## src/rtl/key_led_ctrl.sv

```systemverilog
// key_led_ctrl: turns one-cycle key press strobes into per-LED modes
// (OFF -> ON -> SLOW blink -> FAST blink -> OFF) and drives the LED pins.
// Blink timing comes from a shared prescaler tick and two global,
// free-running phase generators.
module key_led_ctrl #(
   parameter int unsigned TICK_DIV       = 20000,
   parameter int unsigned SLOW_TICKS     = 500,
   parameter int unsigned FAST_TICKS     = 125,
   parameter int unsigned LED_ACTIVE_LOW = 1
) (
   input  logic       clk,
   input  logic       n_reset,
   input  logic [3:0] press,
   output logic [3:0] led,
   output logic [7:0] mode,
   output logic       tick
);

   // A divisor of 1 still needs a 1-bit counter; it simply stays at 0.
   localparam int unsigned PW = (TICK_DIV   > 1) ? $clog2(TICK_DIV)   : 1;
   localparam int unsigned SW = (SLOW_TICKS > 1) ? $clog2(SLOW_TICKS) : 1;
   localparam int unsigned FW = (FAST_TICKS > 1) ? $clog2(FAST_TICKS) : 1;

   localparam logic [PW-1:0] P_MAX = PW'(TICK_DIV - 1);
   localparam logic [SW-1:0] S_MAX = SW'(SLOW_TICKS - 1);
   localparam logic [FW-1:0] F_MAX = FW'(FAST_TICKS - 1);

   localparam logic UNLIT = (LED_ACTIVE_LOW != 0);

   typedef enum logic [1:0] {
      M_OFF  = 2'd0,
      M_ON   = 2'd1,
      M_SLOW = 2'd2,
      M_FAST = 2'd3
   } mode_e;

   logic [PW-1:0] pre_cnt;
   logic          tick_r;
   logic [SW-1:0] slow_cnt;
   logic          slow_phase;
   logic [FW-1:0] fast_cnt;
   logic          fast_phase;
   logic [3:0]    press_r;
   logic [3:0]    ev;
   logic [3:0]    lit;
   logic [3:0]    led_r;
   mode_e         mode_r [4];

   // Prescaler: wraps every TICK_DIV clocks; tick is registered one cycle later.
   always_ff @(posedge clk or negedge n_reset) begin
      if (!n_reset) begin
         pre_cnt <= '0;
         tick_r  <= 1'b0;
      end else begin
         tick_r  <= (pre_cnt == P_MAX);
         pre_cnt <= (pre_cnt == P_MAX) ? '0 : pre_cnt + PW'(1);
      end
   end

   // Slow blink phase: toggles each SLOW_TICKS ticks.
   always_ff @(posedge clk or negedge n_reset) begin
      if (!n_reset) begin
         slow_cnt   <= '0;
         slow_phase <= 1'b0;
      end else if (tick_r) begin
         if (slow_cnt == S_MAX) begin
            slow_cnt   <= '0;
            slow_phase <= ~slow_phase;
         end else begin
            slow_cnt <= slow_cnt + SW'(1);
         end
      end
   end

   // Fast blink phase: toggles each FAST_TICKS ticks.
   always_ff @(posedge clk or negedge n_reset) begin
      if (!n_reset) begin
         fast_cnt   <= '0;
         fast_phase <= 1'b0;
      end else if (tick_r) begin
         if (fast_cnt == F_MAX) begin
            fast_cnt   <= '0;
            fast_phase <= ~fast_phase;
         end else begin
            fast_cnt <= fast_cnt + FW'(1);
         end
      end
   end

   // Rising-edge detect so a held strobe counts as a single press.
   always_comb begin
      ev = press & ~press_r;
   end

   // Press history and per-channel mode advance (3 wraps to 0 naturally).
   always_ff @(posedge clk or negedge n_reset) begin
      if (!n_reset) begin
         press_r <= '0;
         for (int unsigned i = 0; i < 4; i++) begin
            mode_r[i] <= M_OFF;
         end
      end else begin
         press_r <= press;
         for (int unsigned i = 0; i < 4; i++) begin
            if (ev[i]) begin
               mode_r[i] <= mode_e'(mode_r[i] + 2'd1);
            end
         end
      end
   end

   // Lit condition per channel from its mode and the global blink phases.
   always_comb begin
      lit = '0;
      for (int unsigned i = 0; i < 4; i++) begin
         case (mode_r[i])
            M_OFF:  lit[i] = 1'b0;
            M_ON:   lit[i] = 1'b1;
            M_SLOW: lit[i] = slow_phase;
            M_FAST: lit[i] = fast_phase;
         endcase
      end
   end

   // Registered LED pin drive with board polarity applied.
   always_ff @(posedge clk or negedge n_reset) begin
      if (!n_reset) begin
         led_r <= {4{UNLIT}};
      end else begin
         led_r <= lit ^ {4{UNLIT}};
      end
   end

   // Pack per-channel modes onto the flat mode bus.
   always_comb begin
      mode = '0;
      for (int unsigned i = 0; i < 4; i++) begin
         mode[2*i +: 2] = mode_r[i];
      end
   end

   assign led  = led_r;
   assign tick = tick_r;

endmodule

```

## config.mk

```make
export PLATFORM = sky130hd
export DESIGN_NAME = key_led_ctrl
export DESIGN_NICKNAME = d
export VERILOG_FILES = /design/src/rtl/key_led_ctrl.sv
export SDC_FILE = /design/constraint.sdc
export NUM_CORES = 1
export LEC_CHECK = 0
export ABC_AREA = 1
export BUFFER_PORTS_ARGS = -buffer_cell sky130_fd_sc_hd__buf_2
export CAP_MARGIN = 0
export CELL_PAD_IN_SITES_DETAIL_PLACEMENT = 0
export CELL_PAD_IN_SITES_GLOBAL_PLACEMENT = 2
export CORE_UTILIZATION = 38
export DETAILED_ROUTE_END_ITERATION = 10
export GPL_TIMING_DRIVEN = 0
export HOLD_SLACK_MARGIN = 0.15
export PLACE_DENSITY = 0.8
export RECOVER_POWER = 50
export SLEW_MARGIN = 20
export SYNTH_ARGS = -nofsm -noshare
export SYNTH_HDL_FRONTEND = slang
export SYNTH_SLANG_ARGS = --single-unit
```

## constraint.sdc

```tcl
create_clock -name clk -period 1.9 [get_ports clk]
set_input_delay 0.285 -clock clk [delete_from_list [all_inputs] [get_ports clk]]
set_output_delay 0.285 -clock clk [all_outputs]
set_load 0.005 [all_outputs]
```

Word level (Yosys, flattened, before mapping)

Cells that the tools add are included.

Output and inout bits: 13
Memories kept: 0
Latch bits: 0
ROM bits: 0
Bits in registers: 50
Bits in writable memories: 0

Order comparisons: 0
Divide/modulo/power cells: 0
Add/sub/neg operators: 7
Bitwise operators: 5
Shift-type cells: 0
Equality and inequality tests: 15
Reductions and logical operators: 6
Multiply operators: 0
Mux-type cells: 7

Operators with widths:

| cell                  | count |
|---|---|
| $eq 2x2->1 const B    | 8 |
| $pmux 1 s4            | 4 |
| $add 15x1->15 const B | 1 |
| $eq 15x15->1 const B  | 1 |
| $mux 15               | 1 |
| $add 9x1->9 const B   | 1 |
| $eq 9x9->1 const B    | 1 |
| $mux 9                | 1 |
| $add 2x1->2 const B   | 4 |
| $eq 2x1->1 const B    | 4 |
| $logic_not 2->1       | 4 |
| $not 4->4             | 2 |
| $add 7x1->7 const B   | 1 |
| $eq 7x7->1 const B    | 1 |
| $mux 7                | 1 |
| $and 4x4->4           | 1 |
| $reduce_and 2->1      | 2 |
| $not 1->1             | 2 |

Logic depth before layout (Yosys ltp)

Depth in word-level cells: 3
Depth in mapped cells: 8
Mapped depth without buffers: 8

Worst setup path after synthesis

No wires, ideal clock.

Path type: flip-flop to flip-flop
From: register pre_cnt[0]
To: register pre_cnt[8]
Cell stages (with the launch flop): 9
Path buffers: 0
Slack: 683 ps
Data arrival time: 1100 ps
Period minus slack after synthesis: 1217 ps
Setup time: 117 ps
Cells stage by stage: dfrtp_1 > ha_1 > nand2_2 > nor2_4 > inv_1 > nor2_1 > inv_1 > o21ai_1 > inv_1

Longest elaborated chain between the ends: 2
Elaborated cells on any way between the ends: 3
Classes of those cells: 1 x add/sub; 1 x eq/ne; 1 x mux

RTL lines:

| element                                              | RTL line | text |
|---|---|---|
| start: declaration                                   | 37       | `logic [PW-1:0] pre_cnt;` |
| start signal: assignment                             | 56       | `pre_cnt <= (pre_cnt == P_MAX) ? '0 : pre_cnt + PW'(1);` |
| $add 15x1->15 / $eq 15x15->1 (equally long branches) | 56       |  |
| $mux 15 (*)                                          | 56       |  |

Mark *: on every way between the ends. The rest lies on a longest branch, timed or not.
A chain may end at the register's enable or synchronous reset.

Worst setup path after layout

From: register pre_cnt[0]
To: register pre_cnt[5]

Same word-level chain as after synthesis.

==> impl_metrics.tcl <==
set metrics [dict create \
    status "complete, no violations" \
    dr.pass1.iters 4 \
    drt_iter0_drc 77 \
    core_region_area_mm2 0.00639 \
    routedWlPerCell_um 11.1 \
    synth_area_mm2 0.00253 \
    antenna_found_initial 0 \
    fmax_mhz 711 \
    die_h_um 83.5 \
    hpwlAfterDp_um 3360 \
    clkLatencyLatePin_ps 300 \
    pin_count 19 \
    clkPwrFrac_pct 28.3 \
    path_cells "ha_1 > nand2_2 > nor2_4 > nand2_1 > nor3_4 > a21oi_1" \
    setup_tns_ps 0 \
    setup_violations 0 \
    crit_required_ps 2070 \
    clockBufferDepth 2 \
    antenna_left 0 \
    synth.area.mux_share_pct 0 \
    vdd_drop_max_mv 0.507 \
    synth_fp_nets 329 \
    area_growth_pct 13.5 \
    report.power.total_mw 2.43 \
    reg2reg_from "pre_cnt[0]" \
    overflow 0 \
    cts_setup_buffers 0 \
    hold_path_depth 1 \
    switching_share_pct 27.7 \
    worst-path-max-fanout 6 \
    final-seq-area_mm2 0.00126 \
    drc 0 \
    root_buffer "clkbuf_8" \
    r2r_end "pre_cnt[5]" \
    synth_cell_types 25 \
    yosysSeqAreaShare_pct 49.7 \
    fp-row-count 29 \
    placed_area_mm2 0.00272 \
    critPathArrivalTime_ps 1580 \
    yosys.area_share.simple_pct 29.3 \
    hold_path.startpoint "mode[0]" \
    yosys_warnings 0 \
    grt_start_max_net_pins 51 \
    drv_slew 0 \
    ys_ff_latch 50 \
    startpoint_type "flop" \
    final_nets 359 \
    cpLargestDelayFamily "simple AND/OR/NAND/NOR gates" \
    hold_violations 0 \
    max_stage_delay_ps 400 \
    end_kind "flop" \
    reg2reg_depth 6 \
    final_common_cell "nand2_1" \
    power_density_mw_per_mm2 847 \
    holdWs_ps 476 \
    viasPerCell 4.55 \
    post-place-ws_ps 498 \
    grt_setup_unrepaired "false" \
    clock_skew_ps 10.4 \
    post-route-period-util_pct 74.0 \
    netlist_instances 311 \
    clock-sinks 50 \
    multi_input_area_mm2 0.00107 \
    worstSetupPathType "flop to flop" \
    synth_fa_ha_area_share_pct 5.94 \
    numPortBuffers 18 \
    fill_cells 644 \
    clk_pin_slew_ps 90 \
    internal-power_mw 1.76 \
    hold_end "led[0]" \
    vias 1905 \
    r2r_slack_ps 490 \
    htreeDepth 2 \
    final_cell_mix "nand2_1, inv_1, dfrtp_1" \
    maxCapViolCount 0 \
    design_area_mm2 0.00287 \
    seq_power_share_pct 55.4 \
    relSlewSlack_pct 57.5 \
    die_area_mm2 0.00698 \
    grt_pass1_wl_um 8330 \
    insertedDiodeCount 0 \
    numCtsBuffers 5 \
    switchingPower_mw 0.672 \
    die_x_um 83.5 \
    fin_crit_ps 1410 \
    p_leak_nw 1.47 \
    synth_compound_area_share_pct 4.16 \
    synth_top_family_by_area "simple AND/OR/NAND/NOR gates" \
    start_util_pct 39.6 \
    grt_pass1_vias 1809 \
    critPathBufInv 0 \
    comb_power_share_pct 16.3 \
    place.gp.congestion 0.736 \
    drive_above_1_share_pct 11.7 \
    worstHoldPathType "flop to flop" \
    drt_wl_total_um 4650 \
    tightest_slew_ps 638 \
    groute.usage.overall_pct 14.9 \
    avgSynthCellArea_um2 8.12 \
    synth-xor-area-share_pct 3.12 \
    cp_slowest_cell "dfrtp_1" \
    setup_slack_ps 494 \
    tritoncts "yes" \
]
==> final cells by class <==
class                   count  area share, %
flip-flops and latches     50           43.8
multi-input cells         209           37.4
clock inverters             1          0.305
well taps                  77           3.36
inverters                  51           6.68
plain buffers               1          0.175
repair buffers             23           4.89
clock buffers               7           3.36
==> synth_stat cells <==
cell type,n,area share (%)
a21oi_1,1,0.20
and2_1,1,0.25
and3_1,1,0.25
buf_2,1,0.20
dfrtp_1,46,46
dfstp_2,4,4.2
ha_1,12,5.9
inv_1,51,7.6
nand2_1,76,11
nand2_2,4,0.99
nand3_1,22,4.4
nand3b_1,1,0.30
nand4_1,7,1.7
nor2_1,44,6.5
nor2_2,4,0.99
nor2_4,1,0.45
nor3_1,4,0.79
nor3_2,1,0.40
nor3_4,1,0.64
nor3b_1,1,0.30
o21ai_0,13,2.6
o21ai_1,4,0.79
o21bai_1,2,0.59
xnor2_1,1,0.35
xor2_1,8,2.8
==> sequential cells by signal, summed over array words and instances (netlist names) <==
name,cells
fast_cnt,7
fast_phase,1
led,4
mode,8
pre_cnt,15
press_r,4
slow_cnt,9
slow_phase,1
tick,1
==> power by group through the flow <==
stage                     clock network (mW)  registers, mW  logic [mW]
after CTS                              0.736           1.35       0.412
after global routing                   0.777           1.37       0.482
final                                  0.688           1.35       0.396
after detailed placement                   0           1.37       0.402
after floorplan                            0           1.36       0.188
after global placement                     0           1.37       0.388
==> worst max-delay path by stage <==
stage                from  cells past startpoint  slack, ps          to
2_1_floorplan  pre_cnt[0]                      8        680  pre_cnt[8]
3_3_place_gp   pre_cnt[0]                      6        490  pre_cnt[5]
4_1_cts        pre_cnt[0]                      6        480  pre_cnt[5]
6_report       pre_cnt[0]                      6        490  pre_cnt[5]
3_5_place_dp   pre_cnt[0]                      6        500  pre_cnt[5]
5_1_grt        pre_cnt[0]                      6        320  pre_cnt[5]
==> metrics by stage <==
| stage | utilization [%] | instances |
|---|---|---|
| 6_report | 44.9 | 419 |
| 5_1_grt | 44.9 | 419 |
| 4_1_cts | 44.9 | 419 |
| 3_5_place_dp | 42.5 | 406 |
| 3_3_place_gp | 42.5 | 406 |
| 2_1_floorplan | - | 311 |
==> kinds of logic after synthesis <==
| family | after synthesis |
|---|---|
| AND/OR/NAND/NOR | 168 |
| buffers and inverters | 52 |
| flip-flops | 50 |
| AO/OA/AOI/OAI | 20 |
| adder cells (fa/ha/maj) | 12 |
| XOR/XNOR | 9 |
==> what timing repair did <==
item / in CTS / in global routing
gates resized for setup: 0 / 0
hold buffers: 5 / 0
hold endpoints to repair: 50 / 0
==> layer usage <==
layer / wire (um) / track usage, %
met5: 0 / 0
met4: 53 / 5.08
met3: 101 / 2.67
met2: 2080 / 23.1
met1: 2410 / 21.1
(Power assumes the default switching activity.)
